File: src/rtl/jtag_az_pwm_pkg.sv
// jtag_az_pwm_pkg: FSM state type, default field widths/values, DR width and counter width helpers
package jtag_az_pwm_pkg;
  typedef enum logic [1:0] {IDLE, DELAY, HIGH, LOW} az_state_t;
  localparam int NDELAY_W_DEF = 5;
  localparam int NHIGH_W_DEF = 8;
  localparam int NLOW_W_DEF = 14;
  localparam int NDELAY_DEF_DEF = 0;
  localparam int NHIGH_DEF_DEF = 20;
  localparam int NLOW_DEF_DEF = 3980;
  function automatic int dr_width(input int nd_w, input int nh_w, input int nl_w);
    return 1 + nd_w + nh_w + nl_w;
  endfunction
  function automatic int max3(input int a, input int b, input int c);
    return (a > b) ? ((a > c) ? a : c) : ((b > c) ? b : c);
  endfunction
endpackage

File: src/rtl/jtag_az_pwm_if.sv
// jtag_az_pwm_if: TAP strobes/tdi in, tdo/shadow/az/period_stb out; master = TAP side, slave = PWM block
interface jtag_az_pwm_if import jtag_az_pwm_pkg::*; #(
  parameter int W = dr_width(NDELAY_W_DEF, NHIGH_W_DEF, NLOW_W_DEF)
);
  logic capture_dr;
  logic shift_dr;
  logic update_dr;
  logic tdi;
  logic tdo;
  logic [W-1:0] shadow;
  logic az;
  logic period_stb;
  modport master (
    output capture_dr, shift_dr, update_dr, tdi,
    input  tdo, shadow, az, period_stb
  );
  modport slave (
    input  capture_dr, shift_dr, update_dr, tdi,
    output tdo, shadow, az, period_stb
  );
endinterface

File: src/rtl/jtag_dr_shadow.sv
// jtag_dr_shadow: W-bit JTAG data register (capture > shift > hold) with update shadow; ports clk_i, rst_ni, capture_i, shift_i, update_i, tdi_i -> tdo_o, shadow_o
module jtag_dr_shadow #(
  parameter int W = 28,
  parameter logic [W-1:0] DEF = '0,
  parameter bit READBACK = 1'b0
) (
  input  logic         clk_i,
  input  logic         rst_ni,
  input  logic         capture_i,
  input  logic         shift_i,
  input  logic         update_i,
  input  logic         tdi_i,
  output logic         tdo_o,
  output logic [W-1:0] shadow_o
);
  logic [W-1:0] sr_q;
  logic [W-1:0] shadow_q;
  always_ff @(posedge clk_i) begin
    if (!rst_ni) begin
      sr_q <= '0;
      shadow_q <= '0;
    end else begin
      if (capture_i) sr_q <= READBACK ? shadow_q : DEF;
      else if (shift_i) sr_q <= {tdi_i, sr_q[W-1:1]};
      if (update_i) shadow_q <= sr_q;
    end
  end
  assign tdo_o = sr_q[0];
  assign shadow_o = shadow_q;
endmodule

File: src/rtl/jtag_az_pwm.sv
// jtag_az_pwm: JTAG-programmed autozero PWM; ports clk_i, rst_ni, bus (slave: strobes/tdi in, tdo/shadow/az/period_stb out)
module jtag_az_pwm import jtag_az_pwm_pkg::*; #(
  parameter int NDELAY_W = NDELAY_W_DEF,
  parameter int NHIGH_W = NHIGH_W_DEF,
  parameter int NLOW_W = NLOW_W_DEF,
  parameter int NDELAY_DEF = NDELAY_DEF_DEF,
  parameter int NHIGH_DEF = NHIGH_DEF_DEF,
  parameter int NLOW_DEF = NLOW_DEF_DEF,
  parameter bit READBACK = 1'b0
) (
  input logic clk_i,
  input logic rst_ni,
  jtag_az_pwm_if.slave bus
);
  localparam int W = dr_width(NDELAY_W, NHIGH_W, NLOW_W);
  localparam int CW = max3(NDELAY_W, NHIGH_W, NLOW_W);
  localparam logic [W-1:0] DEF = {1'b0, NLOW_W'(NLOW_DEF), NHIGH_W'(NHIGH_DEF), NDELAY_W'(NDELAY_DEF)};
  typedef struct packed {
    az_state_t st;
    logic az;
    logic stb;
    logic [CW-1:0] cnt;
  } step_t;
  logic [W-1:0] shadow;
  logic en;
  logic [NLOW_W-1:0] s_nl;
  logic [NHIGH_W-1:0] s_nh;
  logic [NDELAY_W-1:0] s_nd;
  az_state_t st_q;
  logic [CW-1:0] cnt_q;
  logic [NHIGH_W-1:0] nh_q;
  logic [NLOW_W-1:0] nl_q;
  logic az_q;
  logic stb_q;
  step_t ps_s;
  step_t ps_w;
  jtag_dr_shadow #(.W(W), .DEF(DEF), .READBACK(READBACK)) u_dr (
    .clk_i(clk_i),
    .rst_ni(rst_ni),
    .capture_i(bus.capture_dr),
    .shift_i(bus.shift_dr),
    .update_i(bus.update_dr),
    .tdi_i(bus.tdi),
    .tdo_o(bus.tdo),
    .shadow_o(shadow)
  );
  assign en = shadow[W-1];
  assign s_nl = shadow[W-2 -: NLOW_W];
  assign s_nh = shadow[NHIGH_W+NDELAY_W-1 -: NHIGH_W];
  assign s_nd = shadow[NDELAY_W-1:0];
  // First cycle of a period: HIGH if it has length, else straight into LOW (with strobe if LOW is a single or empty cycle)
  function automatic step_t start_period(input logic [NHIGH_W-1:0] nh, input logic [NLOW_W-1:0] nl);
    step_t r;
    r.st = (nh != '0) ? HIGH : LOW;
    r.az = nh != '0;
    r.stb = (nh == '0) && (nl <= NLOW_W'(1));
    r.cnt = (nh != '0) ? CW'(nh - NHIGH_W'(1)) : (nl != '0) ? CW'(nl - NLOW_W'(1)) : '0;
    return r;
  endfunction
  always_comb begin
    ps_s = start_period(s_nh, s_nl);
    ps_w = start_period(nh_q, nl_q);
  end
  always_ff @(posedge clk_i) begin
    if (!rst_ni) begin
      st_q <= IDLE;
      cnt_q <= '0;
      nh_q <= '0;
      nl_q <= '0;
      az_q <= 1'b0;
      stb_q <= 1'b0;
    end else if (!en) begin
      st_q <= IDLE;
      cnt_q <= '0;
      az_q <= 1'b0;
      stb_q <= 1'b0;
    end else begin
      case (st_q)
        IDLE: begin
          nh_q <= s_nh;
          nl_q <= s_nl;
          if (s_nd != '0) begin
            st_q <= DELAY;
            cnt_q <= CW'(s_nd - NDELAY_W'(1));
            az_q <= 1'b0;
            stb_q <= 1'b0;
          end else {st_q, az_q, stb_q, cnt_q} <= ps_s;
        end
        DELAY: begin
          if (cnt_q != '0) cnt_q <= cnt_q - CW'(1);
          else {st_q, az_q, stb_q, cnt_q} <= ps_w;
        end
        HIGH: begin
          if (cnt_q != '0) cnt_q <= cnt_q - CW'(1);
          else if (nl_q != '0) begin
            st_q <= LOW;
            cnt_q <= CW'(nl_q - NLOW_W'(1));
            az_q <= 1'b0;
            stb_q <= nl_q == NLOW_W'(1);
          end else begin
            // Empty LOW phase: the period boundary is here, so pick up the shadow now
            nh_q <= s_nh;
            nl_q <= s_nl;
            {st_q, az_q, stb_q, cnt_q} <= ps_s;
          end
        end
        LOW: begin
          if (cnt_q != '0) begin
            cnt_q <= cnt_q - CW'(1);
            stb_q <= cnt_q == CW'(1);
          end else begin
            nh_q <= s_nh;
            nl_q <= s_nl;
            {st_q, az_q, stb_q, cnt_q} <= ps_s;
          end
        end
        default: begin
          st_q <= IDLE;
          cnt_q <= '0;
          az_q <= 1'b0;
          stb_q <= 1'b0;
        end
      endcase
    end
  end
  assign bus.shadow = shadow;
  assign bus.az = az_q;
  assign bus.period_stb = stb_q;
endmodule

File: src/flat_wrapper.sv
// flat-port wrapper written by rule: the top's interface ports become plain ports
module jtag_az_pwm_flat import jtag_az_pwm_pkg::*;
#(
  parameter int NDELAY_W = NDELAY_W_DEF,
  parameter int NHIGH_W = NHIGH_W_DEF,
  parameter int NLOW_W = NLOW_W_DEF,
  parameter int NDELAY_DEF = NDELAY_DEF_DEF,
  parameter int NHIGH_DEF = NHIGH_DEF_DEF,
  parameter int NLOW_DEF = NLOW_DEF_DEF,
  parameter bit READBACK = 1'b0
)
  (clk_i, rst_ni, bus_capture_dr, bus_shift_dr, bus_update_dr, bus_tdi, bus_tdo, bus_shadow, bus_az, bus_period_stb);
  jtag_az_pwm_if #(.W(28)) bus_i ();
  input logic clk_i;
  input logic rst_ni;
  input wire logic [$bits(bus_i.capture_dr)-1:0] bus_capture_dr;
  input wire logic [$bits(bus_i.shift_dr)-1:0] bus_shift_dr;
  input wire logic [$bits(bus_i.update_dr)-1:0] bus_update_dr;
  input wire logic [$bits(bus_i.tdi)-1:0] bus_tdi;
  output wire logic [$bits(bus_i.tdo)-1:0] bus_tdo;
  output wire logic [$bits(bus_i.shadow)-1:0] bus_shadow;
  output wire logic [$bits(bus_i.az)-1:0] bus_az;
  output wire logic [$bits(bus_i.period_stb)-1:0] bus_period_stb;
  assign bus_i.capture_dr = bus_capture_dr;
  assign bus_i.shift_dr = bus_shift_dr;
  assign bus_i.update_dr = bus_update_dr;
  assign bus_i.tdi = bus_tdi;
  assign bus_tdo = bus_i.tdo;
  assign bus_shadow = bus_i.shadow;
  assign bus_az = bus_i.az;
  assign bus_period_stb = bus_i.period_stb;
  jtag_az_pwm #(.NDELAY_W(NDELAY_W), .NHIGH_W(NHIGH_W), .NLOW_W(NLOW_W), .NDELAY_DEF(NDELAY_DEF), .NHIGH_DEF(NHIGH_DEF), .NLOW_DEF(NLOW_DEF), .READBACK(READBACK)) u_core (.clk_i(clk_i), .rst_ni(rst_ni), .bus(bus_i));
endmodule
File: config.mk
export PLATFORM = sky130hd
export DESIGN_NAME = jtag_az_pwm_flat
export DESIGN_NICKNAME = d
export VERILOG_FILES = /design/src/rtl/jtag_az_pwm_pkg.sv /design/src/rtl/jtag_az_pwm_if.sv /design/src/rtl/jtag_dr_shadow.sv /design/src/rtl/jtag_az_pwm.sv /design/src/flat_wrapper.sv
export SDC_FILE = /design/constraint.sdc
export NUM_CORES = 1
export LEC_CHECK = 0
export BUFFER_PORTS_ARGS = -buffer_cell sky130_fd_sc_hd__buf_2
export CAP_MARGIN = 30
export CORE_MARGIN = 1
export CORE_UTILIZATION = 51
export DETAILED_ROUTE_END_ITERATION = 16
export PLACE_DENSITY = 0.66
export SLEW_MARGIN = 0
export SYNTH_ARGS = -nofsm -noshare
export SYNTH_HDL_FRONTEND = slang
export SYNTH_SLANG_ARGS = --single-unit
File: constraint.sdc
create_clock -name clk_i -period 3.1 [get_ports clk_i]
set_clock_uncertainty 0.15 [all_clocks]
set_input_delay 0.465 -clock clk_i [delete_from_list [all_inputs] [get_ports clk_i]]
set_output_delay 0.465 -clock clk_i [all_outputs]
set_load 0.02 [all_outputs]
After elaboration in Yosys (flattened, before gate mapping). Cells that the tools add are included.

Bits in registers: 96. Input bits: 6. Output and inout port bits: 31. Logic and storage cells: 85.

$add $sub $neg: 6. Order comparisons: 2. Eq/ne operators: 9. Muxes and demuxes: 40. Bitwise gates (word level): 1. Reduce and logical (&&, ||, !) cells: 18.

Operators with widths (number): 14-bit two-way mux (12); 14-bit one-hot mux with 4 select lines (1); 25-bit two-way mux (2); 14-bit one-hot mux with 3 select lines (1); 14-bit nonzero test (3); 14-bit by 1-bit subtractor with 14-bit output (second input constant) (3); 14-bit by 1-bit == test with 1-bit output (second input constant) (2); 14-bit by 1-bit less-or-equal comparator with 1-bit output (second input constant) (2); 8-bit two-way mux (3); 8-bit one-hot mux with 3 select lines (1); 8-bit by 1-bit subtractor with 9-bit output (second input constant) (2); 8-bit zero test (2); 8-bit nonzero test (2); 1-bit two-way mux (12); 2-bit two-way mux (5); 2-bit inequality test (second input constant) (4); 1-bit one-hot mux with 4 select lines (2); 2-bit one-hot mux with 4 select lines (1); 5-bit by 1-bit subtractor with 6-bit output (second input constant) (1); 5-bit AND reduction (1); 5-bit nonzero test (1); 2-bit == test (second input constant) (2); 2-bit AND reduction (2); 3-bit AND reduction (1); other kinds (7) (8).

Logic depth before layout (Yosys ltp).
Word-level depth: 6. Mapped depth: 9. Depth with buffers taken out: 8.

Hierarchy. A second synthesis with hierarchy kept.

Cell total of the unflattened synthesis: 644. Area, all modules: 5744.3 µm².

By module, submodules not included: jtag_az_pwm (times used 1, cells an instance 462, area an instance 3594.7 µm², sequential area each 800.8 µm²); jtag_dr_shadow (times used 1, cells an instance 182, area an instance 2149.6 µm², sequential area each 1121.1 µm²).

Worst setup path after synthesis. OpenSTA, ideal clock, no wires.

Path type: register to register. Start: reg u_core.u_dr.shadow_q[5], in the netlist u_core.u_dr.shadow_o[5]. End: reg u_core.cnt_q[7]. Setup time: 0.104 ns. Arrival: 2.130 ns. Data required time: 2.846 ns. Path slack: 0.716 ns. Cell stages (with the launch flop): 9. Buffers on the path: 0. Period minus slack after synthesis: 2.384 ns. Path through: dfxtp_1 > inv_1 > ha_1 > or4b_4 > nor3_2 > nand2_2 > o21ai_2 > a2111oi_2 > a2111oi_2.

Word-level cells in the longest chain between the ends: 5. Elaborated cells on any way between the ends: 8. Those cells by class: 1 x add/sub; 6 x mux; 1 x reduce/logical.

Ends and longest elaborated chain: start, declared (RTL line jtag_dr_shadow.sv:17) `logic [W-1:0] shadow_q;`; start signal, assigned (RTL line jtag_dr_shadow.sv:25) `if (update_i) shadow_q <= sr_q;`; 8-bit by 1-bit subtractor with 9-bit output / 8-bit nonzero test (equally long branches) (RTL line jtag_az_pwm.sv:57) `r.cnt = (nh != '0) ? CW'(nh - NHIGH_W'(1)) : (nl != '0) ? CW'(nl - NLOW_W'(1)) : '0;`; 14-bit two-way mux * (RTL line jtag_az_pwm.sv:57); 14-bit two-way mux (RTL line jtag_az_pwm.sv:95) `else if (nl_q != '0) begin`; 14-bit two-way mux (RTL line jtag_az_pwm.sv:94) `if (cnt_q != '0) cnt_q <= cnt_q - CW'(1);`; 14-bit one-hot mux with 4 select lines * (RTL line jtag_az_pwm.sv:78) `case (st_q)`; end signal, assigned (RTL line jtag_az_pwm.sv:84) `cnt_q <= CW'(s_nd - NDELAY_W'(1));`; end signal, assigned (RTL line jtag_az_pwm.sv:94); end signal, assigned (RTL line jtag_az_pwm.sv:97) `cnt_q <= CW'(nl_q - NLOW_W'(1));`; end, declared (RTL line jtag_az_pwm.sv:30) `logic [CW-1:0] cnt_q;`.

Mark *: on every way between the ends. The rest lies on a longest branch, timed or not. A chain may end at the register's enable or synchronous reset.

Final worst setup path.
Start: reg u_core.u_dr.shadow_q[5], in the netlist u_core.u_dr.shadow_o[5]. End: reg u_core.stb_q, in the netlist u_core.bus.period_stb.

Word-level cells in the longest chain between the ends: 5. Elaborated cells on any way between the ends: 7. Those cells by class: 5 x mux; 2 x reduce/logical.

Ends and longest elaborated chain: 8-bit zero test * (RTL line jtag_az_pwm.sv:56) `r.stb = (nh == '0) && (nl <= NLOW_W'(1));`; 1-bit logical AND * (RTL line jtag_az_pwm.sv:56); 1-bit two-way mux (RTL line jtag_az_pwm.sv:95); 1-bit two-way mux (RTL line jtag_az_pwm.sv:94); 1-bit one-hot mux with 4 select lines * (RTL line jtag_az_pwm.sv:78); end signal, assigned (RTL line jtag_az_pwm.sv:87) `end else {st_q, az_q, stb_q, cnt_q} <= ps_s;`; end signal, assigned (RTL line jtag_az_pwm.sv:91) `else {st_q, az_q, stb_q, cnt_q} <= ps_w;`; end signal, assigned (RTL line jtag_az_pwm.sv:104) `{st_q, az_q, stb_q, cnt_q} <= ps_s;`; end, declared (RTL line jtag_az_pwm.sv:34) `logic stb_q;`.

Mark *: on every way between the ends. The rest lies on a longest branch, timed or not. The select of a mux whose other input is x is not followed.

==> metrics <==
status=finished clean; die area=roughly 12000 um^2; P_sw=0.733 mW; Post-DRT Antenna Nets=0; clock insertion delay at the later pin of the skew report=approximately 350 ps; Die Wd=around 110 um; Net Sw Frac=a little over a quarter; Total Nets Final=approximately 700; Cell Rows=38; Worst Hold Launch=bus_tdi; initial antenna violation count=0; Post-CTS Hold Buffers=0; Clk pin slew, worst setup/hold paths=70 ps; reg2reg start=u_core.u_dr.shadow_o[5]; clock sink total=96; CP required=around 3200 ps; EDFF count, synth=0; clock buffer count from CTS=9; most area-consuming cells after synthesis=dfxtp_1 (33%), mux2i_1 (13%), nor2b_1 (5.4%), nor2_1 (3.6%), a21oi_1 (3.1%); slack of the critical path=294 ps; Post-synth ARST share=0%; H-tree levels=3; pin count of the biggest net entering global routing=between 60 and 70; fillers=1019; Vias=between 5000 and 6000; top-count cell post-synth=dfxtp_1; Sequential Power Share=a little under half; drt first pass iters=5; Fin. Hold Viols=0; Worst Hold Class=in -> reg; postcts setup bufs=0; slew at the pin closest to its max-slew limit=834 ps; mapped cell area=approximately 5800 um^2; clk buf depth=2; layout cells sized above 1=between 10% and 20%; Floorplan Core Area=~11000 um^2; CTS tree=built; hold path depth=3; syn_nets=slightly below 700; R2R cell count=8; Setup WS pre-CTS=323 ps; Avg Inst Size Synth=just under 9 um^2; R2R Setup Slk=about 300 ps; area delta synth->final=10.3%; Worst setup EP type=flop; Leak=between 2 and 3 nW; IO Pins=37; YS warnings=0; Final TNS setup=0 ps; Critical Path Source Type=flop; crit share post-route=around 90%; Comb power frac=around an eighth; GRT overflow=0; hold path endpoint=u_core.u_dr.sr_q[27]; Detail Placement HPWL=about 12 mm; placed insts=809; Diodes inserted=0; Final Util=roughly 58%; RSZ-0062 raised after global routing=false; clk root buf=clkbuf_16; final std cells w/o fill=825; Finish-stage setup viols=0; Critical Path Start=u_core.u_dr.shadow_o[5]; largest fanout on the critical path=8; Port Buffer Count=36; DR WL/cell=between 15 and 20 um; Pint=2.07 mW; sequential area share after synthesis=33.4%; number of gates resized after cts=0; Seq cells post-synth=96; GPL Wtd Cong=roughly 0.93; post-synth cell types=71; R2R Path End=u_core.bus.period_stb; f_max=~0.36 GHz; Rel. slew slack=44.4%; Crit Path Category=reg -> reg; Mapped Cells=roughly 660; Top FF cell, synth=dfxtp_1; number of global-route vias before repair=about 4600; Iteration-0 DRC Markers=450; Worst EP arrival=2940 ps; Pins Over Slew Limit=0; first-pass GRT wire length=roughly 25 mm; Post-synth top cells=dfxtp_1 (96), mux2i_1 (73), nor2_1 (55); max cap viols=0; initial core utilization=52.6%; top cell type's share of synthesized area=33.4%; WL final=roughly 16 mm; Max VDD drop=about 0.38 mV; Die Y=~110 um; cell taking the most area after synthesis=dfxtp_1; total track usage=between 20% and 30%; # DRC=0; PwrDens=~440 nW/um^2; Clk pwr share=roughly two fifths; Vias/cell=6.08; Period minus WS final=between 2000 and 3000 ps
## power groups by stage
stage	clock (mW)	combinational, mW	sequential, mW
3_5_place_dp	0	0.354	1.31
2_1_floorplan	0	0.269	1.31
3_3_place_gp	0	0.353	1.31
6_report	1.16	0.364	1.28
4_1_cts	1.17	0.357	1.28
5_1_grt	1.21	0.393	1.28
## state kept, by name, summed over array words and instances (netlist names)
| signal | cells |
|---|---|
| u_core.u_dr.shadow_o | 28 |
| u_core.u_dr.sr_q | 28 |
| u_core.cnt_q | 14 |
| u_core.nl_q | 14 |
| u_core.nh_q | 8 |
| u_core.st_q | 2 |
| u_core.bus.az | 1 |
| u_core.bus.period_stb | 1 |
## kinds of logic (layout without fill, tap and decap cells)
kind of cell / Yosys count / in the layout / synth area share, %
compound gates: 136 / 136 / 16.3
xor+xnor: 31 / 31 / 4.72
fa+ha+maj: 11 / 11 / 2.39
buf+inv: 57 / 84 / 4.24
flops: 96 / 96 / 33.4
mux: 82 / 82 / 14.5
simple gates: 245 / 245 / 24.5
## per-layer routing
metal,track usage (%),routed length (um),up-vias
met1,39.2,7560,2393
li1,-,-,2425
met3,4.82,854,45
met5,0,0,-
met4,14.0,591,0
met2,43.7,7130,152
## cell type report
class | count | area [um^2] | area share, %
clock buffers | 12 | 256 | 4.04
clock inverters | 4 | 52.6 | 0.828
multi-input cells | 505 | 3580 | 56.5
repair buffers | 50 | 285 | 4.50
well taps | 140 | 175 | 2.76
inverters | 18 | 67.6 | 1.07
flip-flops and latches | 96 | 1920 | 30.3
## critical path: stages (launching register included)
cell	delay (ps)
dfxtp_1	390
inv_1	130
ha_1	200
or4b_4	490
nor3_2	440
o2111ai_1	320
a221o_1	350
nor3b_1	130
o21ai_1	140
## stage by stage
step	area [um^2]	hold slack (ps)	power, mW
floorplan	5750	327	1.57
global placement	6030	337	1.66
detailed placement	6030	354	1.66
CTS	6340	196	2.81
global route	6340	221	2.88
finish	6340	203	2.80
## cells in the final DEF (no fill, tap or decap), types with 4 or more instances in the layout
| cell | netlist | layout |
|---|---|---|
| a2111oi_2 | 4 | 4 |
| xor2_1 | 13 | 13 |
| mux2_2 | 9 | 9 |
| ha_1 | 11 | 11 |
| or2_2 | 4 | 4 |
| mux2i_1 | 73 | 73 |
| nor4_1 | 7 | 7 |
| o21ai_1 | 3 | 4 |
| xnor2_1 | 18 | 18 |
| a21boi_0 | 4 | 4 |
| buf_2 | 9 | 36 |
| buf_4 | 1 | 14 |
| or4_1 | 4 | 4 |
| a21o_1 | 4 | 4 |
| nand3_1 | 10 | 10 |
| a21oi_1 | 36 | 36 |
| o21a_1 | 9 | 9 |
| dfxtp_1 | 96 | 96 |
| o21ai_0 | 20 | 19 |
| nor2b_1 | 50 | 50 |
| inv_1 | 18 | 18 |
| clkbuf_16 | 0 | 9 |
| nor3_1 | 17 | 17 |
| nor4_2 | 4 | 4 |
| nor3b_1 | 11 | 11 |
| and2_1 | 7 | 7 |
| nor2_1 | 55 | 55 |
| nand4_1 | 12 | 12 |
| a31oi_1 | 5 | 5 |
| a211oi_1 | 5 | 5 |
| nand2_1 | 34 | 34 |
| o31ai_1 | 8 | 8 |
| nand2b_1 | 6 | 6 |
| o22ai_1 | 7 | 7 |
## worst max-delay path by stage
stage / endpoint / cells after the start
floorplan: u_core.cnt_q[7] / 8
global placement: u_core.cnt_q[0] / 8
detailed placement: u_core.cnt_q[0] / 8
CTS: u_core.cnt_q[0] / 8
global route: u_core.cnt_q[6] / 8
finish: u_core.bus.period_stb / 8
(Power assumes the default switching activity.)
